### src/rtl/im_loader_pkg.sv
// Shared types and constants for the instruction-memory loader.
package im_loader_pkg;

    typedef enum logic [1:0] {
        ST_IDLE    = 2'd0,
        ST_COLLECT = 2'd1,
        ST_WRITE   = 2'd2,
        ST_DONE    = 2'd3
    } state_t;

    localparam int unsigned WORD_BYTES = 4;
    // Same offset as the CPU's PC adder, so loaded words line up with fetch order.
    localparam logic [31:0] ADDR_STEP  = 32'h4;

endpackage

### src/rtl/im_loader_byte_packer.sv
// Collects bytes into a big-endian 32-bit word; the first byte ends up in [31:24].
module byte_packer
    import im_loader_pkg::*;
(
    input  logic        i_clk,
    input  logic        i_rst_n,
    input  logic        i_clear,
    input  logic        i_load,
    input  logic [7:0]  i_byte,
    output logic [31:0] o_word,
    output logic        o_word_full
);

    logic [1:0]  r_idx;
    logic [31:0] r_word;

    // Shifting left puts each new byte below the earlier ones, which yields big-endian order.
    always_ff @(posedge i_clk or negedge i_rst_n) begin
        if (!i_rst_n) begin
            r_idx  <= '0;
            r_word <= '0;
        end else if (i_clear) begin
            r_idx  <= '0;
        end else if (i_load) begin
            r_idx  <= r_idx + 2'd1;
            r_word <= {r_word[23:0], i_byte};
        end
    end

    assign o_word      = r_word;
    assign o_word_full = i_load && (r_idx == 2'(WORD_BYTES - 1));

endmodule

### src/rtl/im_loader.sv
// Streams bytes into big-endian words and writes them to sequential IM addresses.
module im_loader
    import im_loader_pkg::*;
#(
    parameter logic [31:0] BASE_ADDR = 32'h0000_0000,
    parameter int unsigned CNT_W     = 16
)
(
    input  logic             clk,
    input  logic             rst_n,
    input  logic             start,
    input  logic [CNT_W-1:0] num_words,
    input  logic             in_valid,
    input  logic [7:0]       in_data,
    output logic             in_ready,
    output logic             im_we,
    output logic [31:0]      im_addr,
    output logic [31:0]      im_wdata,
    output logic             busy,
    output logic             done
);

    state_t           r_state;
    state_t           w_state_nxt;
    logic [CNT_W-1:0] r_remaining;
    logic [31:0]      r_addr;
    logic             w_start_acc;
    logic             w_load;
    logic             w_word_full;
    logic [31:0]      w_word;

    assign w_start_acc = start && ((r_state == ST_IDLE) || (r_state == ST_DONE));
    assign w_load      = in_valid && (r_state == ST_COLLECT);

    byte_packer u_packer (
        .i_clk       (clk),
        .i_rst_n     (rst_n),
        .i_clear     (w_start_acc || (r_state == ST_WRITE)),
        .i_load      (w_load),
        .i_byte      (in_data),
        .o_word      (w_word),
        .o_word_full (w_word_full)
    );

    always_ff @(posedge clk or negedge rst_n) begin
        if (!rst_n) begin
            r_state <= ST_IDLE;
        end else begin
            r_state <= w_state_nxt;
        end
    end

    always_comb begin
        w_state_nxt = r_state;
        case (r_state)
            ST_IDLE, ST_DONE: begin
                if (start) begin
                    w_state_nxt = (num_words == '0) ? ST_DONE : ST_COLLECT;
                end
            end
            ST_COLLECT: begin
                if (w_word_full) begin
                    w_state_nxt = ST_WRITE;
                end
            end
            ST_WRITE: begin
                w_state_nxt = (r_remaining == CNT_W'(1)) ? ST_DONE : ST_COLLECT;
            end
            default: w_state_nxt = ST_IDLE;
        endcase
    end

    // Address advances after the WRITE cycle so it is stable while im_we is high.
    always_ff @(posedge clk or negedge rst_n) begin
        if (!rst_n) begin
            r_addr      <= BASE_ADDR;
            r_remaining <= '0;
        end else if (w_start_acc) begin
            r_addr      <= BASE_ADDR;
            r_remaining <= num_words;
        end else if (r_state == ST_WRITE) begin
            r_addr      <= r_addr + ADDR_STEP;
            r_remaining <= r_remaining - CNT_W'(1);
        end
    end

    assign in_ready = (r_state == ST_COLLECT);
    assign im_we    = (r_state == ST_WRITE);
    assign busy     = (r_state == ST_COLLECT) || (r_state == ST_WRITE);
    assign done     = (r_state == ST_DONE);
    assign im_addr  = r_addr;
    assign im_wdata = w_word;

endmodule
### config.mk
export PLATFORM = sky130hd
export DESIGN_NAME = im_loader
export DESIGN_NICKNAME = d
export VERILOG_FILES = /design/src/rtl/im_loader_pkg.sv /design/src/rtl/im_loader_byte_packer.sv /design/src/rtl/im_loader.sv
export SDC_FILE = /design/constraint.sdc
export NUM_CORES = 1
export LEC_CHECK = 0
export ABC_AREA = 1
export ABC_CLOCK_PERIOD_IN_PS = 4350
export BUFFER_PORTS_ARGS = -buffer_cell sky130_fd_sc_hd__buf_4
export CAP_MARGIN = 20
export CORE_MARGIN = 4
export CORE_UTILIZATION = 59
export CTS_CLUSTER_SIZE = 16
export DETAILED_ROUTE_END_ITERATION = 8
export PLACE_DENSITY = 0.94
export SYNTH_ARGS = -nofsm -noshare
export SYNTH_HDL_FRONTEND = slang
export SYNTH_SLANG_ARGS = --single-unit
### constraint.sdc
create_clock -name clk -period 4.35 [get_ports clk]
set_clock_uncertainty 0.15 [all_clocks]
set_input_delay 0.87 -clock clk [delete_from_list [all_inputs] [get_ports clk]]
set_output_delay 0.87 -clock clk [all_outputs]
set_load 0.02 [all_outputs]
==> results.sh, run 1 <==
export IMPL_clk_pin_slew_ns=0.09
export IMPL_status="finished clean"
export IMPL_first_pass_iters=5
export IMPL_ctsResizeCount=0
export IMPL_coreArea_um2=7330
export IMPL_cts_buffers=9
export IMPL_layout_drive_gt1_share_pct=25.7
export IMPL_start_util_pct=61.1
export IMPL_critPathTopFamily="simple AND/OR/NAND/NOR gates"
export IMPL_finalHoldViolations=0
export IMPL_critPathKind="reg2reg"
export IMPL_first_iter_violations=286
export IMPL_dp_cells=705
export IMPL_ys_seq_elements=82
export IMPL_clk_latency_ns=0.35
export IMPL_yosys_warnings=0
export IMPL_routed_wl_um=11000
export IMPL_p_leak_nw=2.76
export IMPL_finalSetupTns_ns=0
export IMPL_setup_viol=0
export IMPL_path_cells="inv_1 -> ha_1 -> nand2_2 -> clkinv_1 -> or2_2 -> a21oi_1"
export IMPL_port_buffers=93
export IMPL_grt_pass1_vias=3949
export IMPL_antenna_found_initial=0
export IMPL_synth_cells=524
export IMPL_netlist_cell_type_count=41
export IMPL_vias=3944
export IMPL_rsz0062_at_grt="no"
export IMPL_num_nets_final=653
export IMPL_yosys_top_cells_area="dfrtp_1, nand2_1, mux2_4"
export IMPL_drv_slew=0
export IMPL_area_growth_pct=21.4
export IMPL_tightest_slew_ns=0.640
export IMPL_peakVddDrop_mv=0.444
export IMPL_hold_path_class="in2async"
export IMPL_synth_top_area_cell="dfrtp_1"
export IMPL_swShare_pct=42.4
export IMPL_clkPwrFrac_pct=16.1
export IMPL_seq_power_share_pct=35.4
export IMPL_chipWidth_um=95.2
export IMPL_async_flop_share_pct=100
export IMPL_clkSinkCount=82
export IMPL_cp_required_ns=4.49
export IMPL_dp_hpwl_um=7970
export IMPL_hold_buffers=0
export IMPL_fmax_mhz=361
export IMPL_grt_ovfl_total=0
export IMPL_drv_cap=0
export IMPL_grt_max_degree=83
export IMPL_seq_area_frac_synth_pct=45.8
export IMPL_cp_end_kind="register"
export IMPL_use_met1_pct=31.6
export IMPL_power_net_switching_w=0.00149
export IMPL_cts_setup_buffers=0
export IMPL_cts_tree="done"
export IMPL_power_density_nw_per_um2=644
export IMPL_p_int_w=0.00202
export IMPL_antenna_cells=0
export IMPL_htree_levels=3
export IMPL_p_comb_share_pct=48.5
export IMPL_gp_congestion=0.919
export IMPL_grt_pass1_wl_um=18100
export IMPL_use_met3_pct=5.92
export IMPL_die_area_um2=9050
export IMPL_yosys_area_top_type_share_pct=45.8
export IMPL_cp_max_fo=32
export IMPL_finalCritPeriodShare_pct=63.6
export IMPL_syn_avg_cell_area_um2=8.55
export IMPL_die_h_um=95.2
export IMPL_crit_arrival_ns=2.91
export IMPL_wire_per_inst_um=15.2
export IMPL_synth_ff_type="dfrtp_1"
export IMPL_grt_usage_pct=25.3
export IMPL_slowest_delay_ns=0.68
export IMPL_grt_busiest_layer="met2"
export IMPL_drc=0
export IMPL_cpMaxStageDelayCell="clkinv_1"
export IMPL_cts_root_buffer_cell="clkbuf_8"
export IMPL_vias_per_cell=5.46
export IMPL_ant_nets=0
export IMPL_boundaryPins=96
export IMPL_met2_usage_pct=42.4
export IMPL_synth_edf_count=0
export IMPL_min_period_ns=2.77
export IMPL_crit_buf_inv=2
export IMPL_crit_path_start_kind="register"
export IMPL_rows=31
export IMPL_syn_area_um2=4480
export IMPL_slew_headroom_pct=57.2
export IMPL_clock_path_buffers=2
export IMPL_instances_no_fill=722
[cell usage after synthesis (3+ instances only)]
cell and instances:
dfrtp_1 82, ha_1 7, nor2_2 8, mux2_4 25, o21ai_0 19, nor2_1 62
inv_1 63, o211ai_1 3, a22o_1 3, xor2_1 7, nor3_1 13, mux2_2 5
a21oi_1 22, nand3_1 36, o21bai_1 3, buf_6 5, nand4_1 8, buf_2 3
nand2_1 118
[per-layer routing]
| metal | part of all wire [%] | vias to the layer above |
|---|---|---|
| li1 | - | 1879 |
| met2 | 49 | 188 |
| met1 | 40 | 1857 |
| met3 | 9.4 | 20 |
| met5 | 0 | - |
| met4 | 1.8 | 0 |
[power groups by stage]
stage / Sequential [W] / Clock [W] / Combinational (W)
after global routing: 0.00127 / 0.000602 / 0.00186
after CTS: 0.00124 / 0.000572 / 0.00170
final: 0.00124 / 0.000564 / 0.00170
after floorplan: 0.00139 / 0 / 0.00101
after detailed placement: 0.00124 / 0 / 0.00169
after global placement: 0.00122 / 0 / 0.00162
[sequential cells by signal (all words and copies together) (netlist names)]
name             flops
u_packer.r_idx       2
r_state              2
im_addr             30
u_packer.o_word     32
r_remaining         16
[cell type report]
| cell class | count | area, µm² |
|---|---|---|
| clock buffers | 9 | 124 |
| clock inverters | 7 | 76.3 |
| multi-input cells | 363 | 2080 |
| inverters | 68 | 258 |
| well taps | 99 | 124 |
| repair buffers | 94 | 726 |
| fillers | 531 | 1890 |
| flip-flops and latches | 82 | 2050 |
[worst register-to-register path, stage by stage, from the launching register on]
cell and delay (ns):
dfrtp_1 0.38, inv_1 0.07, ha_1 0.32, nand2_2 0.49, clkinv_1 0.69, or2_2 0.49
a21oi_1 0.13
[metrics by stage]
stage	setup WS (ns)	power (W)	hold WS (ns)	util [%]	cell area (µm²)
2_1_floorplan	2.38	0.00240	0.303	-	4490
3_3_place_gp	1.37	0.00285	0.316	71.1	5210
3_5_place_dp	1.37	0.00293	0.331	71.1	5210
4_1_cts	1.58	0.00351	0.364	73.9	5410
5_1_grt	1.36	0.00373	0.159	74.2	5440
6_report	1.58	0.00351	0.162	74.2	5440
[cell usage in the layout, fill, tap and decap left out, drive strengths merged, types with 9 or more instances in the layout]
master and n:
nand2 121, buf 94, dfrtp 82, nor2 72, inv 68, nand3 37
mux2 30, a21oi 22, o21ai 20, nor3 14, clkbuf 9
[kinds of logic (layout without fill, tap and decap cells)]
logic type                 count (synthesis)  in the layout  synth area share [%]
AOI/OAI and AO/OA                         58             58                  7.43
xor gates and xnor gates                   7              7                  1.37
adders and majority gates                  7              7                  1.95
buffers and inverters                     80            178                  7.84
DFF                                       82             82                  45.8
muxes                                     30             30                  9.63
other                                      1              2                0.0837
and+or+nand+nor                          259            259                  25.9
[path summary, 6_finish.rpt]
kind                                     start             endpoint  slack (ns)  depth (start not counted)
max                                 r_state[0]          im_addr[19]        1.58                          6
max in group asynchronous                rst_n           r_state[1]        3.32                          2
max reg2reg                         r_state[0]          im_addr[19]        1.58                          6
min in group clk           u_packer.o_word[31]  u_packer.o_word[31]        0.37                          2
min                                      rst_n       r_remaining[9]        0.16                          1
min reg2reg                u_packer.o_word[31]  u_packer.o_word[31]        0.37                          2
Note: power is estimated with default switching activity, not from simulation.
==> run 2: changes to the inputs <==
--- a/config.mk
+++ b/config.mk
@@ -6,14 +6,14 @@
 export NUM_CORES = 1
 export LEC_CHECK = 0
 export ABC_AREA = 1
-export ABC_CLOCK_PERIOD_IN_PS = 4350
+export ABC_CLOCK_PERIOD_IN_PS = 2300
 export BUFFER_PORTS_ARGS = -buffer_cell sky130_fd_sc_hd__buf_4
 export CAP_MARGIN = 20
 export CORE_MARGIN = 4
-export CORE_UTILIZATION = 59
+export CORE_UTILIZATION = 50
 export CTS_CLUSTER_SIZE = 16
 export DETAILED_ROUTE_END_ITERATION = 8
-export PLACE_DENSITY = 0.94
+export PLACE_DENSITY = 0.86
 export SYNTH_ARGS = -nofsm -noshare
 export SYNTH_HDL_FRONTEND = slang
 export SYNTH_SLANG_ARGS = --single-unit
==> constraint.sdc (replaced) <==
create_clock -name clk -period 2.3 [get_ports clk]
set_clock_uncertainty 0.15 [all_clocks]
set_input_delay 0.46 -clock clk [delete_from_list [all_inputs] [get_ports clk]]
set_output_delay 0.46 -clock clk [all_outputs]
set_load 0.02 [all_outputs]
==> run 2 against run 1 <==
Net effect: final cell count rose by 2.4%; first-iteration DRC count fell by 41%; worst setup slack got worse by 1.4 ns; die area rose by 16%; combinational power rose by 94%; critical path depth rose by 1; clock power rose by 130%; total power rose by 98%; core utilization fell by 10 points; global-route usage fell by 3.6 points; via count fell by 0.63%; largest power group unchanged; hold slack improved by 0.018 ns.
==> results.sh, run 2 (synthesis results as in run 1) <==
export IMPL_finalSetupTns_ns=0
export IMPL_antenna_found_initial=0
export IMPL_power_density_nw_per_um2=1250
export IMPL_gp_congestion=0.909
export IMPL_cts_root_buffer_cell="clkbuf_8"
export IMPL_fmax_mhz=466
export IMPL_cts_setup_buffers=0
export IMPL_status="finished clean"
export IMPL_cp_required_ns=2.40
export IMPL_grt_pass1_vias=3851
export IMPL_cp_end_kind="register"
export IMPL_wire_per_inst_um=14.8
export IMPL_dp_hpwl_um=8020
export IMPL_grt_max_degree=39
export IMPL_fillerInstances=712
export IMPL_clock_path_buffers=2
export IMPL_hold_path_class="in2reg"
export IMPL_p_leak_nw=2.83
export IMPL_critPathTopFamily="simple AND/OR/NAND/NOR gates"
export IMPL_finalHoldViolations=0
export IMPL_rows=34
export IMPL_cpMaxStageDelayCell="dfrtp_1"
export IMPL_num_nets_final=661
export IMPL_peakVddDrop_mv=0.978
export IMPL_cts_tree="done"
export IMPL_path_cells="inv_1 -> ha_1 -> nand2_2 -> nand2_4 -> inv_4 -> nand2_4 -> mux2_4"
export IMPL_area_growth_pct=24.1
export IMPL_die_h_um=103
export IMPL_cp_max_fo=17
export IMPL_crit_arrival_ns=2.24
export IMPL_htree_levels=3
export IMPL_ant_nets=0
export IMPL_fin_util_pct=63.8
export IMPL_layout_drive_gt1_share_pct=26.5
export IMPL_rsz0062_at_grt="no"
export IMPL_drc=0
export IMPL_crit_path_start_kind="register"
export IMPL_clk_latency_ns=0.35
export IMPL_largest_register_ffs=32
export IMPL_start_util_pct=51.4
export IMPL_final_common_cell="nand2_1"
export IMPL_critPathKind="reg2reg"
export IMPL_coreArea_um2=8720
export IMPL_ctsResizeCount=0
export IMPL_grt_usage_pct=21.7
export IMPL_die_area_um2=10500
export IMPL_crit_buf_inv=2
export IMPL_grt_pass1_wl_um=18100
export IMPL_boundaryPins=96
export IMPL_vias_per_cell=5.30
export IMPL_cts_buffers=9
export IMPL_setup_viol=0
export IMPL_drv_cap=0
export IMPL_drv_slew=0
export IMPL_antenna_cells=0
export IMPL_clk_pin_slew_ns=0.09
export IMPL_port_buffers=93
export IMPL_first_pass_iters=5
export IMPL_layout_common_cells="nand2_1, buf_4, dfrtp_1"
export IMPL_chipWidth_um=103
export IMPL_min_period_ns=2.15
export IMPL_first_iter_violations=169
export IMPL_grt_ovfl_total=0
export IMPL_finalCritPeriodShare_pct=93.3
export IMPL_routed_wl_um=10900
export IMPL_vias=3919
export IMPL_slowest_delay_ns=0.38
export IMPL_cpMostUsedCell="nand2_4"
export IMPL_clkSinkCount=82
-- run 2: final cells by class --
class	instances	area [µm²]	area share (%)
Inverter	68	258	4.63
Tap cell	108	135	2.43
Clock inverter	6	113	2.02
Sequential cell	82	2050	36.9
Multi-Input combinational cell	364	2090	37.6
Timing Repair Buffer	101	773	13.9
Clock buffer	10	138	2.47
-- run 2: path summary, 6_finish.rpt --
kind                       slack [ns]       startpoint  cells past startpoint             endpoint
max                              0.15       r_state[0]                      7  u_packer.o_word[12]
min                              0.18       in_data[1]                      2   u_packer.o_word[1]
max reg2reg                      0.15       r_state[0]                      7  u_packer.o_word[12]
min reg2reg                      0.36  r_remaining[14]                      2      r_remaining[14]
max in group asynchronous        0.98            rst_n                      3  u_packer.o_word[22]
min in group asynchronous        0.40            rst_n                      2       r_remaining[9]
-- run 2: routing by layer --
layer | GRT usage [%] | part of all wire (%)
met1 | 28.3 | 42
met2 | 35.6 | 48
met3 | 6.63 | 8.1
met4 | 5.15 | 1.3
met5 | 0 | 0
-- run 2: worst register-to-register path, cell delays in order, from the launching register on --
cell and delay, ns:
dfrtp_1 0.38, inv_1 0.08, ha_1 0.32, nand2_2 0.18, nand2_4 0.13, inv_4 0.24
nand2_4 0.21, mux2_4 0.35
-- run 2: through the flow --
stage | hold WS, ns | area [µm²] | total power, W | worst slack (ns) | cells
after global placement | 0.232 | 5290 | 0.00548 | 0.214 | 721
final | 0.181 | 5560 | 0.00694 | 0.155 | 739
after global routing | 0.163 | 5560 | 0.00737 | 0.0223 | 739
after CTS | 0.166 | 5550 | 0.00694 | 0.114 | 738
after floorplan | 0.0144 | 4490 | 0.00454 | 0.340 | 525
after detailed placement | 0.240 | 5290 | 0.00563 | 0.148 | 721
-- run 2: report_power, final --
| part | internal, W | switching [W] |
|---|---|---|
| logic | 0.00144 | 0.00186 |
| registers | 0.00192 | 0.000423 |
| clock network | 0.000755 | 0.000535 |
-- run 2: repair_timing --
action	in CTS	in global routing
setup endpoints to repair	0	24
endpoints found under the hold margin	22	0
hold buffers	1	0
==> run 3: changes to the inputs <==
--- a/config.mk
+++ b/config.mk
@@ -13,7 +13,9 @@
 export CORE_UTILIZATION = 50
 export CTS_CLUSTER_SIZE = 16
 export DETAILED_ROUTE_END_ITERATION = 8
+export GPL_TIMING_DRIVEN = 0
 export PLACE_DENSITY = 0.86
+export RECOVER_POWER = 50
 export SYNTH_ARGS = -nofsm -noshare
 export SYNTH_HDL_FRONTEND = slang
 export SYNTH_SLANG_ARGS = --single-unit
==> run 3 against run 2 <==
Net effect: maximum frequency decreased by 2.2%; core utilization decreased by 1.0 points; worst setup slack got worse by 0.048 ns; final cell count increased by 0.68%; sequential cell count unchanged; die area unchanged; sequential share of layout area increased by 0.61 points; first-iteration DRC count increased by 18%.
==> results.sh, run 3 (synthesis results as in run 1) <==
export IMPL_fillerInstances=768
export IMPL_cts_setup_buffers=0
export IMPL_grt_usage_pct=22.0
export IMPL_die_area_um2=10500
export IMPL_drc=0
export IMPL_coreArea_um2=8720
export IMPL_rr_endpoint="r_remaining[5]"
export IMPL_clock_path_buffers=2
export IMPL_clk_latency_ns=0.35
export IMPL_p_leak_nw=2.71
export IMPL_holdPathStages=3
export IMPL_finalHoldViolations=0
export IMPL_cp_max_fo=10
export IMPL_clkSinkCount=82
export IMPL_r2r_slack_ns=0.11
export IMPL_peakVddDrop_mv=0.941
export IMPL_start_util_pct=51.4
export IMPL_ant_nets=0
export IMPL_layout_drive_gt1_share_pct=21.7
export IMPL_crit_path_start_kind="register"
export IMPL_first_pass_iters=5
export IMPL_power_density_nw_per_um2=1220
export IMPL_grt_pass1_wl_um=18200
export IMPL_hp_start="num_words[2]"
export IMPL_grt_pass1_vias=3821
export IMPL_post_route_cell_area_um2=5470
export IMPL_slew_headroom_pct=52.8
export IMPL_largest_register_ffs=32
export IMPL_reg2reg_from="r_state[0]"
export IMPL_cp_end_kind="register"
export IMPL_rsz0062_at_grt="no"
export IMPL_tightest_slew_ns=0.708
export IMPL_clk_pin_slew_ns=0.09
export IMPL_first_iter_violations=200
export IMPL_boundaryPins=96
export IMPL_finalSetupTns_ns=0
export IMPL_dp_hpwl_um=8060
export IMPL_slowest_delay_ns=0.41
export IMPL_die_h_um=103
export IMPL_min_period_ns=2.19
export IMPL_cpMaxStageDelayCell="dfrtp_1"
export IMPL_vias=3903
export IMPL_status="finished clean"
export IMPL_cp_required_ns=2.38
export IMPL_setup_viol=0
export IMPL_min_to="r_remaining[2]"
export IMPL_routed_wl_um=10700
export IMPL_crit_arrival_ns=2.27
export IMPL_port_buffers=93
export IMPL_whs_ns=0.190
export IMPL_chipWidth_um=103
export IMPL_path_cells="inv_1 -> ha_2 -> nand2_2 -> clkinv_1 -> clkbuf_1 -> nand2_1 -> o211ai_1"
export IMPL_reg2reg_depth=7
export IMPL_antenna_cells=0
export IMPL_critPathKind="reg2reg"
export IMPL_final_common_cell="nand2_1"
export IMPL_cts_tree="done"
export IMPL_cts_root_buffer_cell="clkbuf_8"
export IMPL_drv_slew=0
export IMPL_grt_max_degree=83
export IMPL_antenna_found_initial=0
export IMPL_wire_per_inst_um=14.4
export IMPL_rows=34
export IMPL_grt_ovfl_total=0
export IMPL_layout_common_cells="nand2_1, dfrtp_1, inv_1"
export IMPL_drv_cap=0
export IMPL_gp_congestion=0.942
export IMPL_area_growth_pct=22.1
export IMPL_vias_per_cell=5.25
export IMPL_num_nets_final=666
export IMPL_power_total_w=0.00669
export IMPL_fmax_mhz=456
export IMPL_htree_levels=3
export IMPL_hold_path_class="in2reg"
export IMPL_place_area_um2=5320
export IMPL_finalCritPeriodShare_pct=95.3
export IMPL_cts_buffers=9
==> run 3: repair_timing <==
item / 4_1_cts / 5_1_grt
endpoints found under the setup margin: 0 / 5
hold buffers: 0 / 1
hold endpoints to repair: 0 / 9
resized for setup: 0 / 1
==> run 3: power by group <==
part / switching (W) / total, W / internal, W
Clock: 0.000536 / 0.00121 / 0.000677
Combinational: 0.00188 / 0.00317 / 0.00129
Sequential: 0.000387 / 0.00231 / 0.00192
==> run 3: critical path, delay by kind of cell (launching register included) <==
kind / cells / cell delay [ns]
flops: 1 / 0.41
fa+ha+maj: 1 / 0.29
simple gates: 2 / 0.31
compound gates: 1 / 0.10
buf+inv: 3 / 0.81
==> run 3: stage by stage <==
step	setup WS, ns	instances	utilization [%]
global route	0.000985	744	62.7
detailed placement	0.0876	726	61.0
floorplan	0.340	525	-
global placement	0.167	726	61.0
finish	0.107	744	62.7
CTS	0.0715	742	63.7
==> run 3: how the worst max path moves through the flow <==
stage                           from                   to  slack (ns)  depth (start not counted)
after detailed placement  r_state[0]  u_packer.o_word[24]        0.09                          8
after floorplan           r_state[0]  u_packer.o_word[10]        0.34                          8
after global routing      r_state[0]       r_remaining[5]       0.001                          7
final                     r_state[0]       r_remaining[5]        0.11                          7
after global placement    r_state[0]   u_packer.o_word[5]        0.17                          8
after CTS                 r_state[0]  u_packer.o_word[24]        0.07                          8
==> run 3: layout make-up <==
type                       instances  area, µm²  share of cell area (%)
buffer                            12       93.8                    1.72
clock buffer                      11        151                    2.77
clock inverter                     5       85.1                    1.55
inverter                          68        258                    4.71
multi-input combinational        363       2080                    38.1
sequential                        82       2050                    37.5
tap                              108        135                    2.47
timing repair buffer              95        612                    11.2
==> run 3: per-layer routing <==
layer	routed length [µm]	vias up	part of all wire (%)	global-route usage, %
met5	0	-	0	0
met4	217	0	2.0	6.96
met3	972	19	9.1	7.44
met2	5000	139	47	35.1
met1	4530	1837	42	28.4
li1	-	1908	-	-
